## src/rtl/digit_split_arbiter.sv

```systemverilog
// Round-robin arbiter sharing one repeated-subtract-10 tens/units splitter among
// NREQ requesters; returns saturated 0..99 digits with strobe, ack and served id.
module digit_split_arbiter #(
    parameter int NREQ = 4,
    parameter int W    = 8,
    parameter int IDW  = 2
) (
    input  logic              clk,
    input  logic              reset,
    input  logic [NREQ-1:0]   req,
    input  logic [NREQ*W-1:0] value_flat,
    output logic [NREQ-1:0]   ack,
    output logic              busy,
    output logic              out_valid,
    output logic [IDW-1:0]    out_id,
    output logic [3:0]        tens,
    output logic [3:0]        units,
    output logic              ovf
);

    typedef enum logic [1:0] {IDLE, SUB, DONE} state_t;

    localparam logic [W-1:0] TEN = W'(10);
    localparam logic [W-1:0] MAX = W'(99);

    state_t          state;
    logic [IDW-1:0]  last_id;
    logic [IDW-1:0]  id;
    logic [W-1:0]    rem;
    logic [3:0]      tcnt;
    logic            sat;

    logic            any_req;
    logic [IDW-1:0]  grant_id;
    logic [W-1:0]    grant_val;
    logic [IDW:0]    start;
    logic [NREQ-1:0] req_rot;
    logic            sub_done;

    // Rotate req so bit 0 is the requester just after last_id, then take the first set bit.
    always_comb begin
        int off;
        int g;
        any_req   = 1'b0;
        off       = 0;
        grant_val = '0;
        start     = {1'b0, last_id} + (IDW+1)'(1);
        req_rot   = NREQ'({req, req} >> start);
        for (int k = 0; k < NREQ; k++) begin
            if (!any_req && req_rot[k]) begin
                any_req = 1'b1;
                off     = k;
            end
        end
        g        = (int'(last_id) + 1 + off) % NREQ;
        grant_id = IDW'(g);
        for (int i = 0; i < NREQ; i++) begin
            if (grant_id == IDW'(i)) grant_val = value_flat[i*W +: W];
        end
    end

    assign sub_done  = sat || (rem < TEN);
    assign out_valid = (state == DONE);
    assign ack       = out_valid ? (NREQ'(1) << id) : '0;

    always_ff @(posedge clk or posedge reset) begin
        if (reset) begin
            state   <= IDLE;
            busy    <= 1'b0;
            last_id <= IDW'(NREQ - 1);
            out_id  <= '0;
            tens    <= '0;
            units   <= '0;
            ovf     <= 1'b0;
        end else begin
            case (state)
                IDLE: begin
                    if (any_req) begin
                        state <= SUB;
                        busy  <= 1'b1;
                    end
                end
                SUB: begin
                    if (sub_done) begin
                        state  <= DONE;
                        out_id <= id;
                        tens   <= sat ? 4'd9 : tcnt;
                        units  <= sat ? 4'd9 : rem[3:0];
                        ovf    <= sat;
                    end
                end
                DONE: begin
                    state   <= IDLE;
                    busy    <= 1'b0;
                    last_id <= id;
                end
                default: begin
                    state <= IDLE;
                    busy  <= 1'b0;
                end
            endcase
        end
    end

    // Conversion datapath: loaded at grant, needs no reset since it is only read in SUB/DONE.
    always_ff @(posedge clk) begin
        if (state == IDLE && any_req) begin
            rem  <= grant_val;
            tcnt <= '0;
            id   <= grant_id;
            sat  <= (grant_val > MAX);
        end else if (state == SUB && !sub_done) begin
            rem  <= rem - TEN;
            tcnt <= tcnt + 4'd1;
        end
    end

endmodule
```

## config.mk

```make
export PLATFORM = sky130hd
export DESIGN_NAME = digit_split_arbiter
export DESIGN_NICKNAME = d
export VERILOG_FILES = /design/src/rtl/digit_split_arbiter.sv
export SDC_FILE = /design/constraint.sdc
export NUM_CORES = 1
export LEC_CHECK = 0
export CELL_PAD_IN_SITES_DETAIL_PLACEMENT = 1
export CELL_PAD_IN_SITES_GLOBAL_PLACEMENT = 1
export CORE_ASPECT_RATIO = 1.4
export CORE_MARGIN = 1
export CORE_UTILIZATION = 35
export CTS_CLUSTER_SIZE = 12
export DETAILED_ROUTE_END_ITERATION = 12
export GPL_TIMING_DRIVEN = 0
export HOLD_SLACK_MARGIN = 0.03
export PLACE_DENSITY_LB_ADDON = 0.1
export SYNTH_ARGS = -nofsm -noshare
export SYNTH_HDL_FRONTEND = slang
export SYNTH_SLANG_ARGS = --single-unit
```

## constraint.sdc

```tcl
create_clock -name clk -period 3.8 [get_ports clk]
set_input_delay 0.57 -clock clk [delete_from_list [all_inputs] [get_ports clk]]
set_output_delay 0.57 -clock clk [all_outputs]
set_load 0.02 [all_outputs]
```

-- After elaboration in Yosys (flattened, before gate mapping)
Cells that the tools add are included.
- reduce and logical (&&, ||, !) cells: 16
- divide/modulo/power cells: 0
- bitwise gates (word level): 1
- equal/unequal tests: 7
- multiplexer cells: 21
- multiply operators: 0
- add/sub/neg operators: 5
- magnitude comparators: 2
- shift operators: 2
- operators with widths (kind ; number):
    8-bit two-way mux ; 6
    4-bit two-way mux ; 3
    8-bit by 7-bit > comparator with 1-bit output (second input constant) ; 1
    8-bit by 4-bit < comparator with 1-bit output (second input constant) ; 1
    2-bit two-way mux ; 4
    8-bit by 3-bit right shift with 4-bit output ; 1
    8-bit by 4-bit subtractor with 8-bit output (second input constant) ; 1
    2-bit == test (second input constant) ; 3
    1-bit two-way mux ; 6
    2-bit AND reduction ; 3
    1-bit logical AND ; 5
    4-bit by 1-bit adder with 4-bit output (second input constant) ; 1
    2-bit by 1-bit == test with 1-bit output (second input constant) ; 2
    1-bit zero test ; 4
    2-bit zero test ; 2
    2-bit inequality test (second input constant) ; 2
    2-bit one-hot mux with 2 select lines ; 1
    1-bit by 2-bit << shifter with 4-bit output (first input constant) ; 1
    2-bit by 1-bit adder with 3-bit output (second input constant) ; 1
    2-bit by 1-bit adder with 2-bit output (second input constant) ; 1
    2-bit adder ; 1
    1-bit one-hot mux with 2 select lines ; 1
    2-bit nonzero test ; 1
    1-bit logical OR ; 1
    1-bit NOT ; 1
- bits in latches: 0
- input port bits: 38
- output and inout port bits: 17
- register bits: 31
- word-level logic and storage cells: 65
- RAM bits: 0
- memories: 0
- memory bits (read-only): 0

-- Depth between registers and ports, before layout
- word-level depth: 19
- depth in mapped cells: 13
- mapped depth without buffers: 10

-- Least setup slack after synthesis
OpenSTA, ideal clock, no wires.
- path kind: input-to-reg
- from: input port req[1]
- to: register rem[6], data pin
- buffers on the path: 3
- required time: 3.540 ns
- slack: 0.899 ns
- cell stages on the path: 11
- library setup time: 0.260 ns
- arrival time: 2.641 ns
- path through: clkbuf_2 nor2_1 nor3_1 a21oi_1 o21ai_0 a21oi_1 ha_1 clkbuf_1 buf_2 mux4_1 mux2_2
- longest elaborated chain between the ends: 18
- elaborated cells on any way between the ends: 25
- those cells by class: 1 x add/sub; 3 x eq/ne; 1 x shift; 12 x mux; 8 x reduce/logical
- ends and longest elaborated chain (what ; RTL line ; source):
    start: declaration ; 10 ; input logic [NREQ-1:0] req,
    8-bit by 3-bit right shift with 4-bit output * ; 48 ; req_rot = NREQ'({req, req} >> start);
    1-bit two-way mux ; 50 ; if (!any_req && req_rot[k]) begin
    1-bit zero test ; 50 ;
    1-bit logical AND ; 50 ;
    1-bit two-way mux ; 50 ;
    1-bit zero test ; 50 ;
    1-bit logical AND ; 50 ;
    1-bit two-way mux ; 50 ;
    1-bit zero test ; 50 ;
    1-bit logical AND ; 50 ;
    2-bit two-way mux ; 50 ;
    2-bit adder ; 55 ; g = (int'(last_id) + 1 + off) % NREQ;
    2-bit zero test ; 58 ; if (grant_id == IDW'(i)) grant_val = value_flat[i*W +: W];
    8-bit two-way mux (4 in series) ; 58 ;
    8-bit two-way mux * ; 107 ; if (state == IDLE && any_req) begin
    end signal: assignment ; 108 ; rem <= grant_val;
    end signal: assignment ; 113 ; rem <= rem - TEN;
    end: declaration ; 29 ; logic [W-1:0] rem;
Every way passes the cells marked *; elsewhere a longest branch is shown, timed or not.
A chain may end at the register's enable or synchronous reset.

-- Worst setup path after layout
- from: input port req[2]
- to: register rem[6], data pin
The elaborated chain is that of the path after synthesis.

==> load_flow_metrics.sql <==
INSERT INTO impl_metrics (metric_group, metric, value, unit) VALUES
('timing', 'setup_repair_after_global_routing_missed_its_margin', 'false', ''),
('setup_path', 'crit_fanout', '10', ''),
('clock_network', 'post-cts-setup-buffers', '0', ''),
('final_layout', 'num-nets-final', '278', ''),
('setup_path', 'regToRegSetupSlack', '0.87', 'ns'),
('hold_path', 'hold_path.class', 'reg2reg', ''),
('floorplanning', 'die-width', '63.00', 'um'),
('synthesis', 'yosysUniqueCellTypes', '43', ''),
('placement', 'place_congestion', '0.7948', ''),
('clock_network', 'worst_setup_hold_path_clk_slew', '0.07', 'ns'),
('timing', 'final.hold.worst_slack', '0.4709', 'ns'),
('timing', 'maxSlewHeadroom', '0.5743', ''),
('clock_network', 'cts-resized-gates', '0', ''),
('power', 'p_switching', '0.0008465', 'W'),
('setup_path', 'crit_required', '3.84', 'ns'),
('global_routing', 'grt_max_degree', '17', ''),
('setup_path', 'endpoint_kind', 'flop', ''),
('floorplanning', 'core', '4917', 'um2'),
('setup_path', 'crit_path_top_delay_cell', 'sky130_fd_sc_hd__mux4_1', ''),
('setup_path', 'worst-path-buf-inv', '4', ''),
('clock_network', 'worst_skew_late_latency', '0.28', 'ns'),
('timing', 'final.min_clock_period', '3.375', 'ns'),
('floorplanning', 'number_of_rows_created_at_floorplan', '30', ''),
('power', 'comb_power_share', '0.552', ''),
('power', 'pwr-share-clk', '0.124', ''),
('clock_network', 'cts_made_buffers', '5', ''),
('drt', 'route.vias.total', '1559', ''),
('timing', 'worst_clock_skew', '0.007312', 'ns'),
('floorplanning', 'floorplan.initialDensity', '0.3707', ''),
('setup_path', 'cpLargestDelayFamily', 'buffers and inverters', ''),
('global_routing', 'first_global_vias', '1728', ''),
('setup_path', 'critPathLaunchType', 'input port', ''),
('timing', 'clock.fmax', '0.2963', 'GHz'),
('setup_path', 'path_class', 'in2reg', ''),
('clock_network', 'cts_hold_buffers', '0', ''),
('global_routing', 'grt.total_usage', '0.1864', ''),
('final_layout', 'drive_gt1_frac', '0.1134', ''),
('timing', 'timing.final.hold_violations', '0', ''),
('placement', 'dp_hpwl', '3899', 'um'),
('drt', 'firstDrtPassIters', '4', ''),
('synthesis', 'net_count_of_the_mapped_netlist', '218', ''),
('synthesis', 'syn_area_per_cell', '10.30', 'um2'),
('drt', 'wl_per_cell', '15.31', 'um'),
('floorplanning', 'die_height', '87.40', 'um'),
('clock_network', 'tritoncts', 'built', ''),
('global_routing', 'grt_overflow_total', '0', ''),
('drt', 'vias_per_cell', '5.162', ''),
('final_layout', 'num_antenna_cells', '0', ''),
('global_routing', 'grt_first_pass_wirelength', '7817', 'um'),
('global_routing', 'antenna_violations_before_repair', '0', ''),
('run', 'cap_viol_max_count', '0', ''),
('synthesis', 'ys_async_rst_share', '0.5161', ''),
('clock_network', 'clock_tree.root_cell', 'sky130_fd_sc_hd__clkbuf_8', ''),
('synthesis', 'postSynthRegisterBits', '31', ''),
('synthesis', 'yosys_warnings', '0', ''),
('timing', 'post-route-period-util', '0.8881', ''),
('timing', 'finalSetupViolations', '0', ''),
('synthesis', 'synth.yosys.seq_area_share', '0.4461', ''),
('final_layout', 'final_cell_count_no_fill', '302', ''),
('timing', 'timing.setup.tns', '0', 'ns'),
('setup_path', 'arrival', '3.41', 'ns'),
('power', 'cell_internal_pwr', '0.001284', 'W'),
('setup_path', 'crit_path_max_incr_delay', '0.58', 'ns'),
('power', 'power.share.sequential', '0.324', ''),
('power', 'power.density', '843.7', 'nW/um2'),
('drt', 'remaining_drc_errors', '0', ''),
('placement', 'place.port_buffers', '53', ''),
('clock_network', 'max_root_sink_buffers', '2', ''),
('power', 'vdd.ir_drop.worst', '0.0003410', 'V'),
('run_status', 'run_status', 'finished, final reports clean', ''),
('final_layout', 'syn2layout_area_growth', '38.50', '%');
[path summary, 6_finish.rpt]
path | startpoint | end | cells after the start
setup / recovery | req[2] | rem[6] | 11
setup reg to reg | last_id[0] | rem[6] | 8
min in group asynchronous | reset | state[1] | 2
hold reg to reg | tens[2] | tens[2] | 2
max in group asynchronous | reset | units[1] | 2
hold / removal | tens[2] | tens[2] | 2
[Yosys cell counts (5+ instances only)]
cell                        n  area [um2]
sky130_fd_sc_hd__o21ai_0    8       40.04
sky130_fd_sc_hd__nor2_1    18       67.56
sky130_fd_sc_hd__a21oi_1    7       35.03
sky130_fd_sc_hd__inv_1     12       45.04
sky130_fd_sc_hd__dfrtp_1   14       350.3
sky130_fd_sc_hd__nand2_1   25       93.84
sky130_fd_sc_hd__edfxtp_1  11       330.3
sky130_fd_sc_hd__mux4_1     5       131.4
sky130_fd_sc_hd__mux2_2     8       90.09
sky130_fd_sc_hd__mux2i_1    7       70.07
sky130_fd_sc_hd__xor2_1     6       52.55
[logic make-up after synthesis]
group                      after synthesis  synth area share
buffers and inverters                   19           0.04048
muxes                                   20            0.1599
adders and majority gates                3           0.02059
and+or+nand+nor                         64            0.1606
xor gates and xnor gates                10           0.05217
DFF                                     31            0.4461
AOI/OAI and AO/OA                       30            0.1201
[worst register-to-register path: cells and delay by family, from the launching register on]
family	cells	cell delay, ns
multiplexers	2	0.85
buffers and inverters	2	0.58
flip-flops	1	0.40
AND/OR/NAND/NOR	1	0.31
adder cells (fa/ha/maj)	1	0.27
AO/OA/AOI/OAI	2	0.26
[flip-flops by register name (all words and copies together), names as in the netlist, 2 cells and up]
register,flops
out_id,2
id,2
rem,8
state,2
last_id,2
tcnt,4
tens,4
units,4
[stage by stage]
| stage | util | total power [W] | cell area (um2) | setup WS [ns] |
|---|---|---|---|---|
| finish | 0.5135 | 0.002130 | 2525 | 0.4253 |
| global route | 0.5135 | 0.002297 | 2525 | 0.2228 |
| CTS | 0.5135 | 0.002164 | 2525 | 0.4065 |
| detailed placement | 0.4949 | 0.001894 | 2434 | 0.09699 |
| global placement | 0.4949 | 0.001827 | 2434 | 0.1723 |
| floorplan | - | 0.001504 | 1823 | 0.8992 |
[per-layer routing]
metal	wire [um]	global-route usage	vias up
li1	-	-	753
met1	1662	0.1720	741
met2	2646	0.3891	57
met3	218	0.03010	8
met4	95	0.07822	0
met5	0	0	-
[power groups by stage]
stage | Clock (W) | Sequential, W | Combinational (W)
floorplan | 0 | 0.000724 | 0.000780
global placement | 0 | 0.000681 | 0.00115
detailed placement | 0 | 0.000696 | 0.00120
CTS | 0.000272 | 0.000691 | 0.00120
global route | 0.000287 | 0.000712 | 0.00130
finish | 0.000265 | 0.000690 | 0.00118
[layout make-up]
cell class                      instances  area (um2)
Clock buffer                            7       86.33
Inverter                               12       45.04
Sequential cell                        31       813.3
Tap cell                               64       80.08
Fill cell                             585        2392
Timing Repair Buffer                   53       530.5
Clock inverter                          1       5.005
Multi-Input combinational cell        127       935.9
Buffer                                  7       28.78
(Power assumes the default switching activity.)
